==> config.mk <==
export PLATFORM = sky130hd
export DESIGN_NAME = can_tx_flat
export DESIGN_NICKNAME = d
export VERILOG_FILES = /design/src/rtl/can_tx_if.sv /design/src/rtl/can_tx.sv /design/src/flat_wrapper.sv
export SDC_FILE = /design/constraint.sdc
export NUM_CORES = 1
export LEC_CHECK = 0
export CAP_MARGIN = 20
export CORE_MARGIN = 2
export CORE_UTILIZATION = 45
export CTS_BUF_LIST = sky130_fd_sc_hd__clkbuf_2 sky130_fd_sc_hd__clkbuf_4 sky130_fd_sc_hd__clkbuf_8
export DETAILED_ROUTE_END_ITERATION = 12
export GPL_TIMING_DRIVEN = 0
export SETUP_SLACK_MARGIN = 0.15
export SLEW_MARGIN = 20
export SYNTH_ARGS = -nofsm -noshare
export SYNTH_HDL_FRONTEND = slang
export SYNTH_SLANG_ARGS = --single-unit
==> constraint.sdc <==
create_clock -name clock -period 5.05 [get_ports clock]
set_input_delay 0.7575 -clock clock [delete_from_list [all_inputs] [get_ports clock]]
set_output_delay 0.7575 -clock clock [all_outputs]
set_load 0.05 [all_outputs]
==> src/rtl/can_tx_if.sv <==
// Byte-source / bus-pin side signals of the CAN transmitter.
// The master drives the request and bit tick; the slave (can_tx) drives the pin and status.
interface can_tx_if;
  logic        T_frame;
  logic        Can_tx_start;
  logic [10:0] Can_tx_id;
  logic [7:0]  Can_tx_data_Bus;
  logic        Can_tx;
  logic        Can_tx_busy;
  logic        Can_tx_done;

  modport master (
    output T_frame, Can_tx_start, Can_tx_id, Can_tx_data_Bus,
    input  Can_tx, Can_tx_busy, Can_tx_done
  );

  modport slave (
    input  T_frame, Can_tx_start, Can_tx_id, Can_tx_data_Bus,
    output Can_tx, Can_tx_busy, Can_tx_done
  );
endinterface

==> src/rtl/can_tx.sv <==
// CAN 2.0A transmitter: one standard-ID frame with a single data byte.
// Bits advance only on T_frame; CRC-15 and bit stuffing are generated inline.
module can_tx #(
  parameter int unsigned STUFF_LEN = 5,
  parameter int unsigned EOF_BITS  = 7,
  parameter int unsigned IFS_BITS  = 3
) (
  input logic     clock,
  input logic     reset,
  can_tx_if.slave bus
);

  typedef enum logic [3:0] {
    StIdle, StSof, StArb, StCtl, StData, StCrc, StCrcDel, StAck, StAckDel, StEof, StIfs
  } state_e;

  state_e      state_q, state_d;
  logic [7:0]  cnt_q, cnt_d;
  logic [10:0] id_q, id_d;
  logic [7:0]  data_q, data_d;
  logic [14:0] crc_q, crc_d;
  logic [3:0]  run_q, run_d;
  logic        last_q, last_d;
  logic        tx_q, tx_d;
  logic        busy_q, busy_d;
  logic        done_q, done_d;

  logic        bit_val;
  logic        field_end;
  state_e      next_field;
  logic        in_stuff;
  logic        in_crc;
  logic        stuff_now;

  // Stuffing covers SOF..CRC; a stuff bit owed after the last CRC bit is paid in CRC_DEL.
  assign in_stuff  = state_q inside {StSof, StArb, StCtl, StData, StCrc};
  assign in_crc    = state_q inside {StSof, StArb, StCtl, StData};
  assign stuff_now = (in_stuff || (state_q == StCrcDel)) && (run_q == 4'(STUFF_LEN));

  // Per-field decode: the unstuffed bit to send now, whether it closes the field, and what follows.
  always_comb begin
    bit_val    = 1'b1;
    field_end  = 1'b1;
    next_field = StIdle;
    unique case (state_q)
      StSof:    begin bit_val = 1'b0; next_field = StArb; end
      StArb:    begin
        bit_val    = (cnt_q < 8'd11) ? id_q[10] : 1'b0;  // RTR follows the 11 ID bits
        field_end  = (cnt_q == 8'd11);
        next_field = StCtl;
      end
      StCtl:    begin
        bit_val    = (cnt_q == 8'd5);                    // IDE, r0, DLC = 0001
        field_end  = (cnt_q == 8'd5);
        next_field = StData;
      end
      StData:   begin bit_val = data_q[7]; field_end = (cnt_q == 8'd7); next_field = StCrc; end
      StCrc:    begin bit_val = crc_q[14]; field_end = (cnt_q == 8'd14); next_field = StCrcDel; end
      StCrcDel: next_field = StAck;
      StAck:    next_field = StAckDel;
      StAckDel: next_field = StEof;
      StEof:    begin field_end = (cnt_q == 8'(EOF_BITS - 1)); next_field = StIfs; end
      StIfs:    begin field_end = (cnt_q == 8'(IFS_BITS - 1)); next_field = StIdle; end
      default:  ;
    endcase
  end

  // Next-state: accept requests in IDLE, otherwise emit one bit per tick.
  always_comb begin
    state_d = state_q;
    cnt_d   = cnt_q;
    id_d    = id_q;
    data_d  = data_q;
    crc_d   = crc_q;
    run_d   = run_q;
    last_d  = last_q;
    tx_d    = tx_q;
    busy_d  = busy_q;
    done_d  = 1'b0;
    if (state_q == StIdle) begin
      if (bus.Can_tx_start) begin
        id_d    = bus.Can_tx_id;
        data_d  = bus.Can_tx_data_Bus;
        crc_d   = '0;
        cnt_d   = '0;
        run_d   = '0;
        last_d  = 1'b1;
        busy_d  = 1'b1;
        state_d = StSof;
      end
    end else if (bus.T_frame) begin
      if (stuff_now) begin
        // Stuff bit: field counter and CRC hold, run restarts on the new value.
        tx_d   = ~last_q;
        last_d = ~last_q;
        run_d  = 4'd1;
      end else begin
        tx_d = bit_val;
        if (in_stuff) begin
          run_d  = (bit_val == last_q && run_q != 4'd0) ? run_q + 4'd1 : 4'd1;
          last_d = bit_val;
        end
        if (in_crc) begin
          crc_d = {crc_q[13:0], 1'b0} ^ ((bit_val ^ crc_q[14]) ? 15'h4599 : 15'h0000);
        end
        if (state_q == StArb)  id_d   = {id_q[9:0], 1'b0};
        if (state_q == StData) data_d = {data_q[6:0], 1'b0};
        if (state_q == StCrc)  crc_d  = {crc_q[13:0], 1'b0};
        if (field_end) begin
          state_d = next_field;
          cnt_d   = '0;
          if (state_q == StIfs) begin
            done_d = 1'b1;
            busy_d = 1'b0;
          end
        end else begin
          cnt_d = cnt_q + 8'd1;
        end
      end
    end
  end

  // State register with synchronous reset; a reset mid-frame drops the frame silently.
  always_ff @(posedge clock) begin
    if (reset) begin
      state_q <= StIdle;
      cnt_q   <= '0;
      id_q    <= '0;
      data_q  <= '0;
      crc_q   <= '0;
      run_q   <= '0;
      last_q  <= 1'b1;
      tx_q    <= 1'b1;
      busy_q  <= 1'b0;
      done_q  <= 1'b0;
    end else begin
      state_q <= state_d;
      cnt_q   <= cnt_d;
      id_q    <= id_d;
      data_q  <= data_d;
      crc_q   <= crc_d;
      run_q   <= run_d;
      last_q  <= last_d;
      tx_q    <= tx_d;
      busy_q  <= busy_d;
      done_q  <= done_d;
    end
  end

  assign bus.Can_tx      = tx_q;
  assign bus.Can_tx_busy = busy_q;
  assign bus.Can_tx_done = done_q;

endmodule

==> src/flat_wrapper.sv <==
// flat-port wrapper written by rule: the top's interface ports become plain ports
module can_tx_flat 
#(
  parameter int unsigned STUFF_LEN = 5,
  parameter int unsigned EOF_BITS  = 7,
  parameter int unsigned IFS_BITS  = 3
)
  (clock, reset, bus_T_frame, bus_Can_tx_start, bus_Can_tx_id, bus_Can_tx_data_Bus, bus_Can_tx, bus_Can_tx_busy, bus_Can_tx_done);
  can_tx_if bus_i ();
  input logic clock;
  input logic reset;
  input wire logic [$bits(bus_i.T_frame)-1:0] bus_T_frame;
  input wire logic [$bits(bus_i.Can_tx_start)-1:0] bus_Can_tx_start;
  input wire logic [$bits(bus_i.Can_tx_id)-1:0] bus_Can_tx_id;
  input wire logic [$bits(bus_i.Can_tx_data_Bus)-1:0] bus_Can_tx_data_Bus;
  output wire logic [$bits(bus_i.Can_tx)-1:0] bus_Can_tx;
  output wire logic [$bits(bus_i.Can_tx_busy)-1:0] bus_Can_tx_busy;
  output wire logic [$bits(bus_i.Can_tx_done)-1:0] bus_Can_tx_done;
  assign bus_i.T_frame = bus_T_frame;
  assign bus_i.Can_tx_start = bus_Can_tx_start;
  assign bus_i.Can_tx_id = bus_Can_tx_id;
  assign bus_i.Can_tx_data_Bus = bus_Can_tx_data_Bus;
  assign bus_Can_tx = bus_i.Can_tx;
  assign bus_Can_tx_busy = bus_i.Can_tx_busy;
  assign bus_Can_tx_done = bus_i.Can_tx_done;
  can_tx #(.STUFF_LEN(STUFF_LEN), .EOF_BITS(EOF_BITS), .IFS_BITS(IFS_BITS)) u_core (.clock(clock), .reset(reset), .bus(bus_i));
endmodule
==> results of run 1 <==
[metal layers]
| layer | global-route usage (%) | part of all wire, % | wire length [um] |
|---|---|---|---|
| met2 | 29.0 | 43 | 3040 |
| met3 | 3.26 | 4.8 | 340 |
| met4 | 6.01 | 1.7 | 124 |
| met1 | 30.7 | 51 | 3610 |
| met5 | 0 | 0 | 0 |
[worst register-to-register path, stage by stage, from the launching register on]
cell,delay [ns]
dfxtp_1,0.45
ha_1,0.28
o21ai_0,0.12
a31o_1,0.24
a311oi_2,0.44
xnor2_1,0.24
buf_2,0.27
nor4_1,0.08
a311o_1,0.34
[state kept, by name, indices dropped and copies added (netlist names)]
signal	flops
u_core.bus.Can_tx_busy	1
u_core.data_q	8
u_core.last_q	1
u_core.bus.Can_tx	1
u_core.bus.Can_tx_done	1
u_core.id_q	11
u_core.cnt_q	8
u_core.run_q	4
u_core.crc_q	15
u_core.state_q	4
[power breakdown]
| part | total, mW | switching (mW) | internal (mW) |
|---|---|---|---|
| Sequential | 0.618 | 0.0761 | 0.542 |
| Combinational | 0.891 | 0.577 | 0.314 |
| Clock | 0.236 | 0.143 | 0.0937 |
[placed cells by master, fill, tap and decap left out, types with 3 or more instances in the layout]
cell type	synthesis	final
ha_1	5	5
a311oi_1	17	17
o21ai_0	5	5
nor4_1	5	5
clkbuf_8	0	5
nand3_1	16	16
and3_1	5	5
o2bb2ai_1	3	3
dfxtp_1	54	54
nor2_1	29	29
a211oi_1	3	3
o221ai_1	4	4
a21oi_1	14	14
clkbuf_1	11	11
clkdlybuf4s50_1	0	24
xnor2_1	7	7
nand2_1	65	65
nand2b_1	4	4
buf_2	9	9
nor3_1	18	18
xor2_1	5	5
nand4_1	6	6
buf_4	5	5
inv_1	6	6
[layout make-up]
cell class / instances / area (um^2)
fill: 577 / 2770
multi-input combinational: 254 / 1580
sequential: 54 / 1080
timing repair buffer: 24 / 240
buffer: 29 / 154
tap: 75 / 93.8
clock buffer: 5 / 68.8
inverter: 7 / 26.3
clock inverter: 2 / 10.0
[worst min path at each step]
| stage | start | end | slack [ns] | cells after the start |
|---|---|---|---|---|
| 2_1_floorplan | u_core.crc_q[11] | u_core.crc_q[11] | 0.43 | 2 |
| 3_3_place_gp | u_core.crc_q[11] | u_core.crc_q[11] | 0.44 | 2 |
| 3_5_place_dp | u_core.crc_q[1] | u_core.crc_q[1] | 0.44 | 2 |
| 4_1_cts | u_core.crc_q[1] | u_core.crc_q[1] | 0.46 | 2 |
| 5_1_grt | u_core.crc_q[11] | u_core.crc_q[11] | 0.48 | 2 |
| 6_report | u_core.crc_q[0] | u_core.crc_q[0] | 0.46 | 2 |
[kinds of logic after synthesis]
family | count (synthesis)
flops | 54
buf+inv | 36
simple gates | 167
compound gates | 69
mux | 1
xor+xnor | 12
fa+ha+maj | 5
[per-stage QoR]
| step | area [um^2] | setup slack [ns] | util, % |
|---|---|---|---|
| 6_report | 3250 | 2.50 | 54.0 |
| 3_5_place_dp | 3180 | 2.30 | 52.7 |
| 3_3_place_gp | 3180 | 2.33 | 52.7 |
| 2_1_floorplan | 2840 | 2.89 | - |
| 5_1_grt | 3250 | 2.34 | 54.0 |
| 4_1_cts | 3250 | 2.52 | 54.0 |
==> impl_results.md, run 1 <==
* Most frequently used flop master after synthesis: dfxtp_1
* Max Buffers Root-to-Sink at 2
* Largest stage delay, worst path at 0.45 ns
* Setup repair bufs after CTS at 0
* Cell accounting for the most synthesized area: dfxtp_1
* Total power consumption of the routed design at 1.75 mW
* Gate Count Post-Synth at 344
* Async set-reset flop share out of synthesis at 0%
* Launching point of the worst reg2reg path: u_core.cnt_q[0]
* Number of hold-slack violations in the final timing report at 0
* Last element of the critical path: u_core.crc_q[8]
* Count of state elements after synthesis at 54
* Endpoint kind of the worst setup timing path: register
* Layout overhead on the synthesized area at 14.5%
* Total via count in the routed design at 2612
* Weighted congestion reported at the end of routability-driven placement at 0.815
* Sum of net half-perimeters after detailed placement at 4950 um
* CTS buffer count at 5
* Cell count along the critical path at 8
* Boundary pin count at 26
* DRC marker count from the first detailed-route iteration at 202
* Headroom to the max-slew limit at 59.0%
* Hold WC Path Type: reg -> reg
* Largest family of logic cells by synthesized area: simple AND/OR/NAND/NOR gates
* Fin nets at 403
* Port Buffers at 24
* CTS clk-pin slew, worst paths at 0.10 ns
* Post-layout minimum cycle time at 2.55 ns
* Hold buffer count at cts at 0
* Wire length of the first global-routing pass at 11600 um
* Die Ht at 83.5 um
* Multiplexer share of the synthesized area at 0.352%
* Max Fanout on Critical Path at 10
* Complex-gate fraction of the synthesized area at 19.7%
* Fraction of the mapped netlist area in adder cells at 2.20%
* Post-route DRC at 0
* Ordered cell list for the critical path: ha_1 -> o21ai_0 -> a31o_1 -> a311oi_2 -> xnor2_1 -> buf_2 -> nor4_1 -> a311o_1
* Register-to-Register Setup Slack at 2.50 ns
* Final antenna diode count at 0
* Post-synthesis cell type count at 61
* Syn nets at 372
* Number of nets with antenna violations after routing at 0
* Count of flip-flops with a built-in enable after synthesis at 0
* Via count normalized by instance count at 5.80
* Final setup skew at 0.00961 ns
* Power density relative to cell area at 536 nW/um^2
* Standard cell with the maximum stage delay on the critical path: dfxtp_1
* Number of max-capacitance violations reported at 0
* Total clock sinks at 54
* Post-CTS sizing at 0
* Count of buffering cells on the critical path with inverters included at 1
* Clock tree root driver cell: clkbuf_8
* Worst skew pair latency at 0.31 ns
* 1st-pass router iterations at 4
* Count leader, synth: nand2_1
* Slew at the pin with the worst max-slew slack at 0.610 ns
* Xor and xnor fraction of the mapped netlist area at 3.70%
* Post-route setup TNS at 0 ns
* CORE AREA at 6030 um^2
* Origin of the worst setup path: u_core.cnt_q[0]
* Row cnt at 28
* Drt total wl at 7120 um
* Mean cell area of the mapped netlist at 8.26 um^2
* Width of the die at 83.5 um
* Highest clock frequency the design can meet at 392 MHz
* Kind of start point of the critical path: register
* GR Overflow Total at 0
* Number of H-tree levels at 2
* Data arrival time of the critical path at 2.76 ns
* Post-synth design cell area at 2840 um^2
* Total routing usage reported by global routing at 20.1%
* Kind of critical path: reg -> reg
* Worst reg-to-reg path cell count at 8
* Final hold slack at 0.457 ns
* Finished Layout Cells at 450
* Number of global-route vias before repair at 2306
* End of the worst register-to-register path: u_core.crc_q[8]
* Result of the run: finished, final reports clean
* Pin count of the biggest net entering global routing at 16
* Highest ir drop seen on vdd at 0.000218 V
* TritonCTS clock tree: done
* Unrepaired setup endpoints after global routing: no
* Fraction of final layout cells sized beyond drive strength 1 at 9.60%
* Standby leakage power at 1.16 nW
* Count of placed standard cells including taps at 443
* Initial antenna violation count at 0
* Final Max Tran Viols at 0
* Cell family contributing the most delay on the critical path: compound AO/OA/AOI/OAI gates
* Seq/Total Area, Yosys at 38.0%
* Area share of the leading cell type in the synthesized netlist at 38.0%
* Top cell types by occurrence after synthesis: 65 x nand2_1, 54 x dfxtp_1, 29 x nor2_1
* Main area contributors after synthesis: dfxtp_1 38%, nand2_1 8.6%, a311oi_1 5.2%
* Simple-gate share of the synthesized area at 29.7%
* Crit path required time at 5.26 ns
* Die outline area at 6970 um^2
* Setup-failing EPs final at 0
* Warnings, synthesis at 0
* Initial cell density of the core at 47.2%
* Drt wl/cell at 15.8 um
* Post-route fraction of the period consumed by the critical path at 50.5%
Note: power is estimated with default switching activity, not from simulation.
==> inputs of run 2 (changes only) <==
- PLACE_DENSITY: unset -> 0.67
- clock period: 5.05 -> 2.25 ns (I/O delays scaled with it)
==> run 2 against run 1 <==
Against the previous run:
- final cell count increased by 4.2%
- sequential share of layout area fell by 3.0 points
- setup slack worse by 2.4 ns
- hold slack improved by 0.0039 ns
- sequential power is 130% higher
- total power grew to 2.6 times the previous value
- critical path type unchanged
- critical path depth increased by 1
- combinational power rose to 2.9 times the previous value
- register-to-register slack lost 2.4 ns
- via count up 5.1%
- clock-buffer cell count increased by 1
- non-clock buffer count increased by 18
==> impl_results.md, run 2 (synthesis gave the netlist of run 1 again) <==
* Unrepaired setup endpoints after global routing: yes
* Data arrival time of the critical path at 2.39 ns (-0.37 ns)
* CTS clk-pin slew, worst paths at 0.10 ns (about the same)
* Kind of start point of the critical path: register
* Power density relative to cell area at 1250 nW/um^2 (+130%)
* Initial antenna violation count at 0 (unchanged)
* Via count normalized by instance count at 5.85 (+0.83%)
* Post-route setup TNS at 0 ns (unchanged)
* Highest clock frequency the design can meet at 469 MHz (+20%)
* Number of filler instances in the final layout at 527 (-8.7%)
* Die Ht at 83.5 um (unchanged)
* Drt total wl at 7650 um (+7.4%)
* Fraction of final layout cells sized beyond drive strength 1 at 21.3% (+12 points)
* Setup slack after placement at -0.144 ns (-2.45 ns)
* Weighted congestion reported at the end of routability-driven placement at 0.876 (+7.6%)
* Layout overhead on the synthesized area at 28.1%
* Slew at the pin with the worst max-slew slack at 0.596 ns (-0.0139 ns)
* Register bank with the most flops: u_core.crc_q
* Final antenna diode count at 0 (unchanged)
* Standby leakage power at 1.30 nW (+12%)
* Clock tree root driver cell: clkbuf_8
* Met3 routed wirelength at 355 um (+4.4%)
* Worst skew pair latency at 0.31 ns (about the same)
* Area of all sequential standard cells at 1100 um^2 (+1.6%)
* GR Overflow Total at 0 (unchanged)
* Total via count in the routed design at 2745 (+5.1%)
* Max Fanout on Critical Path at 7 (-3)
* Top routing layer in use: met4
* Highest ir drop seen on vdd at 0.000594 V (+170%)
* Number of nets with antenna violations after routing at 0 (unchanged)
* CTS buffer count at 5 (unchanged)
* Drt wl/cell at 16.3 um (+3.1%)
* Largest stage delay, worst path at 0.38 ns (-0.07 ns)
* Post-route fraction of the period consumed by the critical path at 94.8% (+44 points)
* Number of H-tree levels at 2 (unchanged)
* 1st-pass router iterations at 4 (unchanged)
* Commonest non-fill, non-tap cells in the layout: 64 x nand2_1, 46 x dfxtp_1, 29 x nor2_1, 25 x buf_4, 24 x clkdlybuf4s50_1
* Number of global-route vias before repair at 2555 (+11%)
* TritonCTS clock tree: done
* Largest registers ranked by flip-flop count: u_core.crc_q x15, u_core.id_q x11
* Number of flip-flops in the largest register at 15 (unchanged)
* Final Max Tran Viols at 0 (unchanged)
* Footprint of the multi-input gates at 1760 um^2 (+11%)
* Die outline area at 6970 um^2 (unchanged)
* Final setup skew at 0.0103 ns (+0.000652 ns)
* Result of the run: finished, final reports clean
* DRC marker count from the first detailed-route iteration at 206 (+2.0%)
* Max Buffers Root-to-Sink at 2 (unchanged)
* Width of the die at 83.5 um (unchanged)
* Boundary pin count at 26 (unchanged)
* Row cnt at 28 (unchanged)
* Fin nets at 421 (+4.5%)
* Crit path required time at 2.51 ns (-2.75 ns)
* Port Buffers at 24 (unchanged)
* Kind of critical path: reg -> reg
* Setup-failing EPs final at 0 (unchanged)
* Initial cell density of the core at 47.2% (unchanged)
* Pin count of the biggest net entering global routing at 17 (+1)
* CORE AREA at 6030 um^2 (unchanged)
* Standard cell with the maximum stage delay on the critical path: dfxtp_4
* Met2 wirelength from detailed routing at 3600 um (+18%)
* Headroom to the max-slew limit at 60.3% (+1.3 points)
* Most frequent standard cell in the layout excluding fill and tap cells: nand2_1
* Cell family contributing the most delay on the critical path: compound AO/OA/AOI/OAI gates
* Final Worst Setup Slack at 0.117 ns (-2.38 ns)
* Post-route DRC at 0 (unchanged)
* Endpoint kind of the worst setup timing path: register
* Total routed wire length on the met1 layer at 3630 um (+0.42%)
* Total clock sinks at 54 (unchanged)
* Number of hold-slack violations in the final timing report at 0 (unchanged)
* Post-layout minimum cycle time at 2.13 ns (-0.418 ns)
* Count of buffering cells on the critical path with inverters included at 2 (+1)
* Ordered cell list for the critical path: inv_2 -> ha_4 -> and4b_1 -> a31o_1 -> a311oi_4 -> xnor2_2 -> buf_6 -> nor4_1 -> a311o_1
* Wire length of the first global-routing pass at 12300 um (+6.0%)
* Number of max-capacitance violations reported at 0 (unchanged)
* Total routing usage reported by global routing at 21.2% (+1.0 points)
* Hold WC Path Type: reg -> reg
* Sum of net half-perimeters after detailed placement at 4830 um (-2.5%)
run 2: path summary, 6_finish.rpt:
kind	startpoint	to	slack, ns	depth (start not counted)
max reg2reg	u_core.cnt_q[1]	u_core.crc_q[8]	0.12	9
min	u_core.crc_q[0]	u_core.crc_q[0]	0.46	2
min reg2reg	u_core.crc_q[0]	u_core.crc_q[0]	0.46	2
max	u_core.cnt_q[1]	u_core.crc_q[8]	0.12	9
run 2: layer usage:
metal / vias to the layer above / GRT usage [%]
met5: - / 0
met3: 7 / 3.17
met4: 0 / 6.60
met1: 1320 / 30.0
met2: 75 / 33.3
li1: 1343 / -
run 2: timing repair:
item,CTS,global route
buffers inserted,11,7
hold buffers,0,0
setup endpoints to repair,49,52
gates resized for setup,21,36
pin swaps,5,11
run 2: cell type report:
class	count	area share [%]
multi-input cells	254	48.2
inverters	7	0.722
flip-flops and latches	54	30.2
repair buffers	42	10.4
plain buffers	29	5.43
clock inverters	2	0.378
clock buffers	6	2.10
well taps	75	2.58
run 2: worst reg2reg max path, stage by stage (launching register included):
cell	delay (ns)
dfxtp_4	0.38
inv_2	0.05
ha_4	0.14
and4b_1	0.18
a31o_1	0.22
a311oi_4	0.31
xnor2_2	0.16
buf_6	0.16
nor4_1	0.31
a311o_1	0.16
run 2: report_power, final:
part           internal [mW]  switching, mW  total [mW]
Sequential              1.23          0.200        1.43
Clock                  0.233          0.330       0.563
Combinational           1.11           1.45        2.56
Total                   2.57           1.98        4.55
run 2: through the flow:
step                      util, %  std cells  power, mW  area, um^2  hold slack (ns)
after floorplan                 -        344       2.88        2840            0.432
after global placement       52.7        443       3.35        3180            0.441
after detailed placement     52.7        443       3.37        3180            0.448
after CTS                    57.1        462       4.21        3440            0.464
after global routing         60.4        469       4.86        3640            0.471
final                        60.4        469       4.55        3640            0.461
